$ cat src/rtl/pe_spad_loader.sv
// Fills the PE filter scratchpad once per pass and the ifmap scratchpad once per
// input channel from show-ahead FIFOs, holding the PE controller in await until data is resident.
module pe_spad_loader #(
   parameter int S_WIDTH           = 4,
   parameter int q_WIDTH           = 3,
   parameter int p_WIDTH           = 5,
   parameter int n_WIDTH           = 3,
   parameter int IFMAP_ADDR_WIDTH  = 4,
   parameter int FILTER_ADDR_WIDTH = 8,
   parameter int DATA_WIDTH        = 16
) (
   input  logic                         clk,
   input  logic                         reset_n,
   input  logic                         load_start,
   output logic                         load_busy,
   input  logic [S_WIDTH-1:0]           S,
   input  logic [q_WIDTH-1:0]           q,
   input  logic [p_WIDTH-1:0]           p,
   input  logic [n_WIDTH-1:0]           n,
   input  logic                         filter_fifo_empty,
   output logic                         filter_fifo_rd_en,
   input  logic [DATA_WIDTH-1:0]        filter_fifo_dout,
   input  logic                         ifmap_fifo_empty,
   output logic                         ifmap_fifo_rd_en,
   input  logic [DATA_WIDTH-1:0]        ifmap_fifo_dout,
   output logic                         filter_wr_en,
   output logic [FILTER_ADDR_WIDTH-1:0] filter_wr_addr,
   output logic [DATA_WIDTH-1:0]        filter_wr_data,
   output logic                         ifmap_wr_en,
   output logic [IFMAP_ADDR_WIDTH-1:0]  ifmap_wr_addr,
   output logic [DATA_WIDTH-1:0]        ifmap_wr_data,
   output logic                         pe_start,
   output logic                         pe_await,
   input  logic                         pe_reset_ifmap_spad,
   input  logic                         pe_busy
);

   // Totals are sized as the sum of their factor widths so the products never truncate.
   localparam int FT_W = S_WIDTH + q_WIDTH + p_WIDTH;
   localparam int IT_W = S_WIDTH + q_WIDTH;

   typedef enum logic [2:0] {
      IDLE,
      LOAD_FILTER,
      LOAD_IFMAP,
      RUN,
      DRAIN
   } state_t;

   state_t              state_reg, state_next;
   logic [S_WIDTH-1:0]  s_reg, s_next;
   logic [q_WIDTH-1:0]  q_reg, q_next;
   logic [p_WIDTH-1:0]  p_reg, p_next;
   logic [n_WIDTH-1:0]  n_reg, n_next;
   logic [FT_W-1:0]     k_reg, k_next;
   logic [IT_W-1:0]     m_reg, m_next;
   logic [n_WIDTH-1:0]  ch_reg, ch_next;
   logic                start_reg, start_next;

   logic [FT_W-1:0]     ft_total;
   logic [IT_W-1:0]     it_total;
   logic                shape_ok;

   assign ft_total = FT_W'(s_reg) * FT_W'(q_reg) * FT_W'(p_reg);
   assign it_total = IT_W'(s_reg) * IT_W'(q_reg);
   assign shape_ok = (|S) && (|q) && (|p) && (|n);

   assign load_busy      = (state_reg != IDLE);
   assign pe_await       = (state_reg != RUN);
   assign pe_start       = start_reg;
   assign filter_wr_addr = FILTER_ADDR_WIDTH'(k_reg);
   assign ifmap_wr_addr  = IFMAP_ADDR_WIDTH'(m_reg);
   assign filter_wr_data = filter_fifo_dout;
   assign ifmap_wr_data  = ifmap_fifo_dout;

   always_ff @(posedge clk or negedge reset_n) begin
      if (!reset_n) begin
         state_reg <= IDLE;
         s_reg     <= '0;
         q_reg     <= '0;
         p_reg     <= '0;
         n_reg     <= '0;
         k_reg     <= '0;
         m_reg     <= '0;
         ch_reg    <= '0;
         start_reg <= 1'b0;
      end else begin
         state_reg <= state_next;
         s_reg     <= s_next;
         q_reg     <= q_next;
         p_reg     <= p_next;
         n_reg     <= n_next;
         k_reg     <= k_next;
         m_reg     <= m_next;
         ch_reg    <= ch_next;
         start_reg <= start_next;
      end
   end

   always_comb begin
      state_next        = state_reg;
      s_next            = s_reg;
      q_next            = q_reg;
      p_next            = p_reg;
      n_next            = n_reg;
      k_next            = k_reg;
      m_next            = m_reg;
      ch_next           = ch_reg;
      start_next        = 1'b0;
      filter_fifo_rd_en = 1'b0;
      filter_wr_en      = 1'b0;
      ifmap_fifo_rd_en  = 1'b0;
      ifmap_wr_en       = 1'b0;

      case (state_reg)
         IDLE: begin
            if (load_start && shape_ok) begin
               s_next     = S;
               q_next     = q;
               p_next     = p;
               n_next     = n;
               start_next = 1'b1;
               state_next = LOAD_FILTER;
            end
         end
         LOAD_FILTER: begin
            if (!filter_fifo_empty) begin
               filter_fifo_rd_en = 1'b1;
               filter_wr_en      = 1'b1;
               if (k_reg == ft_total - FT_W'(1)) begin
                  k_next     = '0;
                  state_next = LOAD_IFMAP;
               end else begin
                  k_next = k_reg + FT_W'(1);
               end
            end
         end
         LOAD_IFMAP: begin
            if (!ifmap_fifo_empty) begin
               ifmap_fifo_rd_en = 1'b1;
               ifmap_wr_en      = 1'b1;
               if (m_reg == it_total - IT_W'(1)) begin
                  m_next     = '0;
                  state_next = RUN;
               end else begin
                  m_next = m_reg + IT_W'(1);
               end
            end
         end
         RUN: begin
            // The controller's ifmap-spad reset marks the current channel as consumed.
            if (pe_reset_ifmap_spad) begin
               if (ch_reg == n_reg - n_WIDTH'(1)) begin
                  ch_next    = '0;
                  state_next = DRAIN;
               end else begin
                  ch_next    = ch_reg + n_WIDTH'(1);
                  state_next = LOAD_IFMAP;
               end
            end
         end
         DRAIN: begin
            if (!pe_busy) begin
               state_next = IDLE;
            end
         end
         default: begin
            state_next = IDLE;
         end
      endcase
   end

endmodule

$ cat config.mk
export PLATFORM = sky130hd
export DESIGN_NAME = pe_spad_loader
export DESIGN_NICKNAME = d
export VERILOG_FILES = /design/src/rtl/pe_spad_loader.sv
export SDC_FILE = /design/constraint.sdc
export NUM_CORES = 1
export LEC_CHECK = 0
export CAP_MARGIN = 20
export CORE_UTILIZATION = 45
export DETAILED_ROUTE_END_ITERATION = 12
export DONT_BUFFER_PORTS = 1
export GPL_ROUTABILITY_DRIVEN = 0
export HOLD_SLACK_MARGIN = 0.15
export MAX_ROUTING_LAYER = met4
export SLEW_MARGIN = 0
export SYNTH_ARGS = -nofsm -noshare
export SYNTH_HDL_FRONTEND = slang
export SYNTH_SLANG_ARGS = --single-unit
$ cat constraint.sdc
create_clock -name clk -period 11.8 [get_ports clk]
set_input_delay 3.54 -clock clk [delete_from_list [all_inputs] [get_ports clk]]
set_output_delay 3.54 -clock clk [all_outputs]
set_load 0.005 [all_outputs]
### Word-level counts from Yosys, hierarchy flattened

Cells that the tools add are included.

* register bits after elaboration: 41
* input bits: 54
* output and inout bits: 51
* logic and storage cells: 68

* add/sub/neg operators: 6
* multiply operators: 3
* equality and inequality tests: 15
* muxes and demuxes: 18
* bitwise logic cells: 2
* reduce and logical (&&, ||, !) cells: 15

Operator list (count)
* $mux W3: 9
* $pmux W3 S5: 1
* $mul A4 B3 Y7: 2
* $ne A2 B2 Y1 const B: 7
* $add A12 B1 Y12 const B: 1
* $eq A12 B12 Y1: 1
* $mul A7 B5 Y12: 1
* $mux W12: 1
* $sub A12 B1 Y12 const B: 1
* $reduce_and A2 Y1: 4
* $add A7 B1 Y7 const B: 1
* $eq A7 B7 Y1: 1
* $mux W7: 1
* $reduce_and A7 Y1: 1
* $sub A7 B1 Y7 const B: 1
* $eq A3 B2 Y1 const B: 2
* $mux W1: 6
* $reduce_or A3 Y1: 2
* $reduce_or A5 Y1: 1
* $logic_and A1 B1 Y1: 4
* $reduce_or A4 Y1: 1
* $add A3 B1 Y3 const B: 1
* $eq A3 B1 Y1 const B: 1
* $eq A3 B3 Y1: 1
* 6 further kinds: 7

### Depth between registers and ports, before layout

Gate-level depths: netlist of run 1.

* depth after elaboration: 7
* mapped depth: 24
* depth with buffers taken out: 22

### Least setup slack after synthesis of run 1

OpenSTA, ideal clock, no wires.

* kind: in2out
* start: input port filter_fifo_empty
* end: output port filter_wr_en
* arrival: 4364 ps
* slack: 3896 ps
* stages: 4
* path through: or2_2 -> inv_2 -> clkbuf_1 -> buf_4

* word-level cells in the longest chain between the ends: 2

Ends and longest elaborated chain
* start, declared: line 20 `input logic filter_fifo_empty,`
* $mux W1 (2 in a row)
* end, declared: line 26 `output logic filter_wr_en,`

No other way between the ends.

### Final worst setup path of run 1

* start: input port ifmap_fifo_empty
* end: output port ifmap_fifo_rd_en

* word-level cells in the longest chain between the ends: 2

Ends and longest elaborated chain
* start, declared: line 23 `input logic ifmap_fifo_empty,`
* $mux W1: line 139 `if (!ifmap_fifo_empty) begin`
* $mux W1: line 115 `case (state_reg)`
* end, declared: line 24 `output logic ifmap_fifo_rd_en,`

No other way between the ends.

==> reports/qor.yml, run 1 <==
status: "finished clean"
yosysWarnings: 0
clk_pin_slew_worst_paths_ns: 0.08
cp-endpoint: "ifmap_fifo_rd_en"
fmax_mhz: 129
drive_gt1_share_pct: 8.42
drc: 0
clkLatencyLatePin_ns: 0.30
r2r_cells: 18
peakVddDrop_mv: 0.0675
instances_no_fill: 596
synthArstFlopShare_pct: 100
relSlewSlack_pct: 48.2
clock_path_buffers: 2
grt_pass1_vias: 3046
synth_top_cell_area_share_pct: 22.6
cts_hold_buf: 0
wire_per_inst_um: 14.8
avgSynthCellArea_um2: 8.94
grt_max_degree: 42
finalCriticalPeriod_ns: 7.75
diodes: 0
avgViaCountPerCell: 5.32
syn_area_um2: 4530
io_buffer_count: 0
hp-class: "register to register"
setup_viol: 0
final_util_pct: 45.3
cp_data_required_time_ns: 8.26
r2r_start: "q_reg[0]$_DFFE_PN0P_"
dp_hpwl_um: 7300
rsz0062_at_grt: "no"
yosys-top-cells-count: "inv_1, buf_4, nand2_1"
finalInstanceArea_um2: 4430
drv_slew: 0
overflow: 0
maxCapViolations: 0
final_nets: 585
dp.cells: 588
cts_resized: 0
grt_pass1_wl_um: 14800
period_share_pct: 65.7
syn_nets: 630
hold_depth: 1
areaGrowthSynthToFinish_pct: -2.29
synth_edf_count: 0
start_util_pct: 46.4
dieArea_um2: 10500
synthCells: 507
clockRootBuffer: "clkbuf_8"
vias: 3172
antenna_found_initial: 0
cts_setup_buffers: 0
synth_cell_types: 57
tightest_slew_ns: 0.777
path_max_fanout: 8
numClockSinks: 41
crit_start: "ifmap_fifo_empty"
tritoncts: "built"
crit_type: "input pin to output pin"
tns_ns: 0
arrival_ns: 4.21
yosysTopAreaCell: "dfrtp_1"
regToRegEndpoint: "k_reg[4]$_DFFE_PN0P_"
drt_pass1_iterations: 4
yosysSeqAreaShare_pct: 22.6
die_h_um: 102
rrSetupSlack_ns: 5.41
synth_area_leaders: "dfrtp_1, ha_1, fa_1, buf_4, inv_1"
grt_use_total_pct: 18.7
p_per_area_nw_per_um2: 86.2
antenna_left: 0
drt-total-wl_um: 8830
core_area_um2: 9770
place_ws_ns: 4.03
p_leak_nw: 2.07
cts_buffers: 5
rows: 36
first_iter_violations: 124
end_kind: "output pin"
largest_register_ffs: 12
hold_viol: 0
h-tree-depth: 2
ys_ff_latch: 41
ioPinCount: 105
p_total_mw: 0.382
die_w_um: 102
post_dp_cell_area_um2: 4320
synthFlopType: "dfrtp_1"
yosysMostFrequentCell: "inv_1"
hold-worst-slack_ns: 0.516
start_kind: "input pin"
clock-skew-final_ns: 0.00853
setup_ws_ns: 4.05
[cell families after synthesis]
kind of cell | Yosys count | synth area share, %
simple gates | 164 | 19.3
buf+inv | 113 | 13.5
compound gates | 69 | 10.8
fa+ha+maj | 69 | 23.0
flops | 41 | 22.6
xor+xnor | 34 | 6.57
mux | 17 | 4.19
[worst min-delay path by stage]
stage,slack [ns],start,to
6_report,0.52,n_reg[1]$_DFFE_PN0P_,n_reg[1]$_DFFE_PN0P_
4_1_cts,0.53,n_reg[1]$_DFFE_PN0P_,n_reg[1]$_DFFE_PN0P_
5_1_grt,0.54,n_reg[1]$_DFFE_PN0P_,n_reg[1]$_DFFE_PN0P_
3_5_place_dp,0.51,n_reg[1]$_DFFE_PN0P_,n_reg[1]$_DFFE_PN0P_
2_1_floorplan,0.47,ch_reg[2]$_DFFE_PN0P_,ch_reg[2]$_DFFE_PN0P_
3_3_place_gp,0.49,n_reg[1]$_DFFE_PN0P_,n_reg[1]$_DFFE_PN0P_
[worst max-delay path, stage by stage]
cell	delay [ns]
nor3_1	0.17
nand2_1	0.22
inv_1	0.28
[report_power, final]
| group | internal (mW) | switching, mW | total, mW |
|---|---|---|---|
| Sequential | 0.149 | 0.0189 | 0.168 |
| Clock | 0.0633 | 0.0509 | 0.114 |
| Combinational | 0.0457 | 0.0539 | 0.0996 |
[cells in the final DEF (no fill, tap or decap), types with 4 or more instances in the layout]
| master | count |
|---|---|
| nor2_1 | 25 |
| nor3_1 | 11 |
| nor2b_1 | 4 |
| o21ai_0 | 26 |
| and3_1 | 11 |
| xnor2_1 | 19 |
| nand3_1 | 16 |
| mux2_2 | 16 |
| nor4_1 | 5 |
| and2_1 | 18 |
| inv_1 | 60 |
| dfrtp_1 | 41 |
| clkbuf_8 | 5 |
| a21oi_1 | 13 |
| nor3_2 | 4 |
| nand2_1 | 46 |
| nand2b_1 | 7 |
| fa_1 | 24 |
| xor2_1 | 15 |
| ha_1 | 45 |
| a211oi_1 | 4 |
[routing by layer]
layer / vias up / GRT usage (%) / wire, um
met1: 1527 / 26.8 / 4360
met4: 0 / 4.73 / 93
met2: 64 / 28.1 / 4020
li1: 1573 / - / -
met5: - / - / 0
met3: 8 / 2.05 / 347
[final cells by class]
class | count | area [um^2]
fillers | 941 | 5340
clock inverters | 3 | 46.3
flip-flops and latches | 41 | 1030
well taps | 133 | 166
clock buffers | 5 | 68.8
multi-input cells | 353 | 2890
inverters | 61 | 229
No activity file was read; power rests on OpenSTA's default activity.
==> run 2, diff against run 1 <==
==> constraint.sdc (replaced) <==
create_clock -name clk -period 7.8 [get_ports clk]
set_input_delay 2.34 -clock clk [delete_from_list [all_inputs] [get_ports clk]]
set_output_delay 2.34 -clock clk [all_outputs]
set_load 0.005 [all_outputs]
==> run 2 against run 1 <==
Worst setup slack worse by 2.6 ns. Via count grew 1.0%. Non-clock buffer count is the same. Final area is 0.76% lower. Sequential share of layout area increased by 0.18 points. Clock-buffer cell count grew 1. Utilization down 0.35 points. Critical path depth up 16. Global-route usage grew 0.15 points. Routed wire length increased by 4.1%. Register-to-register slack got worse by 3.9 ns. Critical path type is now register to register. Highest routed layer unchanged.
==> reports/qor.yml, run 2 (synthesis results as in run 1) <==
grt_pass1_vias: 2992  # was 3046
dieArea_um2: 10500  # unchanged
path_max_fanout: 11  # was 8
final_nets: 585  # unchanged
critical_path.most_common_cell: "fa_1"
overflow: 0  # unchanged
p_per_area_nw_per_um2: 123  # was 86.2 nW/um^2
largest_register_ffs: 12  # unchanged
status: "finished clean"  # unchanged
max_stage_delay_ns: 0.73  # was 0.28 ns
first_iter_violations: 192  # was 124
cts_resized: 0  # unchanged
core_area_um2: 9770  # unchanged
start_kind: "register"  # was input pin
drv_slew: 0  # unchanged
drive_gt1_share_pct: 8.01  # was 8.42%
grt_use_total_pct: 18.8  # was 18.7%
end_kind: "register"  # was output pin
rsz0062_at_grt: "no"  # unchanged
final_common_cell: "inv_1"  # unchanged
p_leak_nw: 2.05  # was 2.07 nW
io_buffer_count: 0  # unchanged
crit_family: "adder cells"  # was simple AND/OR/NAND/NOR gates
antenna_found_initial: 0  # unchanged
grt_max_degree: 42  # unchanged
tightest_slew_ns: 0.818  # was 0.777 ns
hold-worst-slack_ns: 0.523  # was 0.516 ns
crit_type: "register to register"  # was input pin to output pin
critPathBufInv: 3  # was 1
antenna_left: 0  # unchanged
setup_viol: 0  # unchanged
relSlewSlack_pct: 45.5  # was 48.2%
vias: 3205  # was 3172
grt_pass1_wl_um: 14900  # was 14800 um
maxCapViolations: 0  # unchanged
tns_ns: 0  # unchanged
diodes: 0  # unchanged
drt_pass1_iterations: 4  # unchanged
fmax_mhz: 158
drt-total-wl_um: 9190  # was 8830 um
wire_per_inst_um: 15.4  # was 14.8 um
die_h_um: 102  # unchanged
finalCriticalPeriod_ns: 6.31
clockRootBuffer: "clkbuf_8"  # unchanged
slowest_stage: "nor4_4"  # was inv_1
cts_setup_buffers: 0  # unchanged
start_util_pct: 46.4  # unchanged
ioPinCount: 105  # unchanged
dp_hpwl_um: 7400  # was 7300 um
clk_pin_slew_worst_paths_ns: 0.09  # was 0.08 ns
die_w_um: 102  # unchanged
clkLatencyLatePin_ns: 0.29  # was 0.30 ns
h-tree-depth: 2  # unchanged
clock_path_buffers: 2  # unchanged
drc: 0  # unchanged
tritoncts: "built"  # unchanged
worstPathCellList: "nand2_1, inv_1, fa_1, ha_1, inv_1, fa_1, xnor2_1, nand2_1, fa_1, inv_1, fa_1, fa_1, ha_1, a211oi_1, nor3_1, nor4b_1, o211ai_1, nor4_4, nor2_1"  # was nor3_1, nand2_1, inv_1
numClockSinks: 41  # unchanged
avgViaCountPerCell: 5.39  # was 5.32
layout_common_cells: "inv_1, nand2_1, ha_1, dfrtp_1, o21ai_0"  # unchanged
cts_hold_buf: 0  # unchanged
clock-skew-final_ns: 0.00647  # was 0.00853 ns
period_share_pct: 80.9
arrival_ns: 6.46  # was 4.21 ns
hold_viol: 0  # unchanged
rows: 36  # unchanged
peakVddDrop_mv: 0.0998  # was 0.0675 mV
hp-class: "register to register"  # unchanged
cp_data_required_time_ns: 7.94  # was 8.26 ns
areaGrowthSynthToFinish_pct: -3.04  # was -2.29%
cts_buffers: 5  # unchanged
[run 2: cell types whose count changed in the layout (fill, tap and decap cells not counted), sizes merged]
cell / before / now
bufinv: 1 / 0
clkbuf: 5 / 6
clkinvlp: 1 / 0
[run 2: layout make-up]
class / count / area, um^2
clock buffers: 6 / 72.6
clock inverters: 1 / 8.76
multi-input cells: 353 / 2890
fillers: 952 / 5380
inverters: 61 / 229
flip-flops and latches: 41 / 1030
well taps: 133 / 166
[run 2: path summary, 6_finish.rpt]
check / startpoint / to / slack [ns] / depth (start not counted)
max: s_reg[0]$_DFFE_PN0P_ / k_reg[6]$_DFFE_PN0P_ / 1.49 / 19
min: n_reg[1]$_DFFE_PN0P_ / n_reg[1]$_DFFE_PN0P_ / 0.52 / 1
max reg2reg: s_reg[0]$_DFFE_PN0P_ / k_reg[6]$_DFFE_PN0P_ / 1.49 / 19
min reg2reg: n_reg[1]$_DFFE_PN0P_ / n_reg[1]$_DFFE_PN0P_ / 0.52 / 1
max in group asynchronous: reset_n / n_reg[2]$_DFFE_PN0P_ / 5.98 / 0
min in group asynchronous: reset_n / k_reg[4]$_DFFE_PN0P_ / 1.73 / 0
[run 2: metrics by stage]
stage	setup slack, ns	util [%]	instances	power [mW]	instance area [um^2]
6_report	1.49	45.0	595	0.543	4400
5_1_grt	1.05	45.0	595	0.576	4400
4_1_cts	1.50	45.0	595	0.547	4400
3_5_place_dp	1.52	44.2	588	0.408	4320
3_3_place_gp	1.67	44.2	588	0.405	4320
2_1_floorplan	2.30	-	507	0.401	4530
[run 2: power breakdown]
group	total [mW]	switching, mW	internal [mW]
logic	0.150	0.0812	0.0689
clock network	0.138	0.0759	0.0621
registers	0.254	0.0289	0.226
total	0.543	0.186	0.357
[run 2: per-layer routing]
metal	track usage (%)	vias to the layer above	wire, um
li1	-	1569	-
met1	27.1	1536	4410
met2	27.6	95	4070
met3	3.49	5	656
met4	3.74	0	53
met5	-	-	0
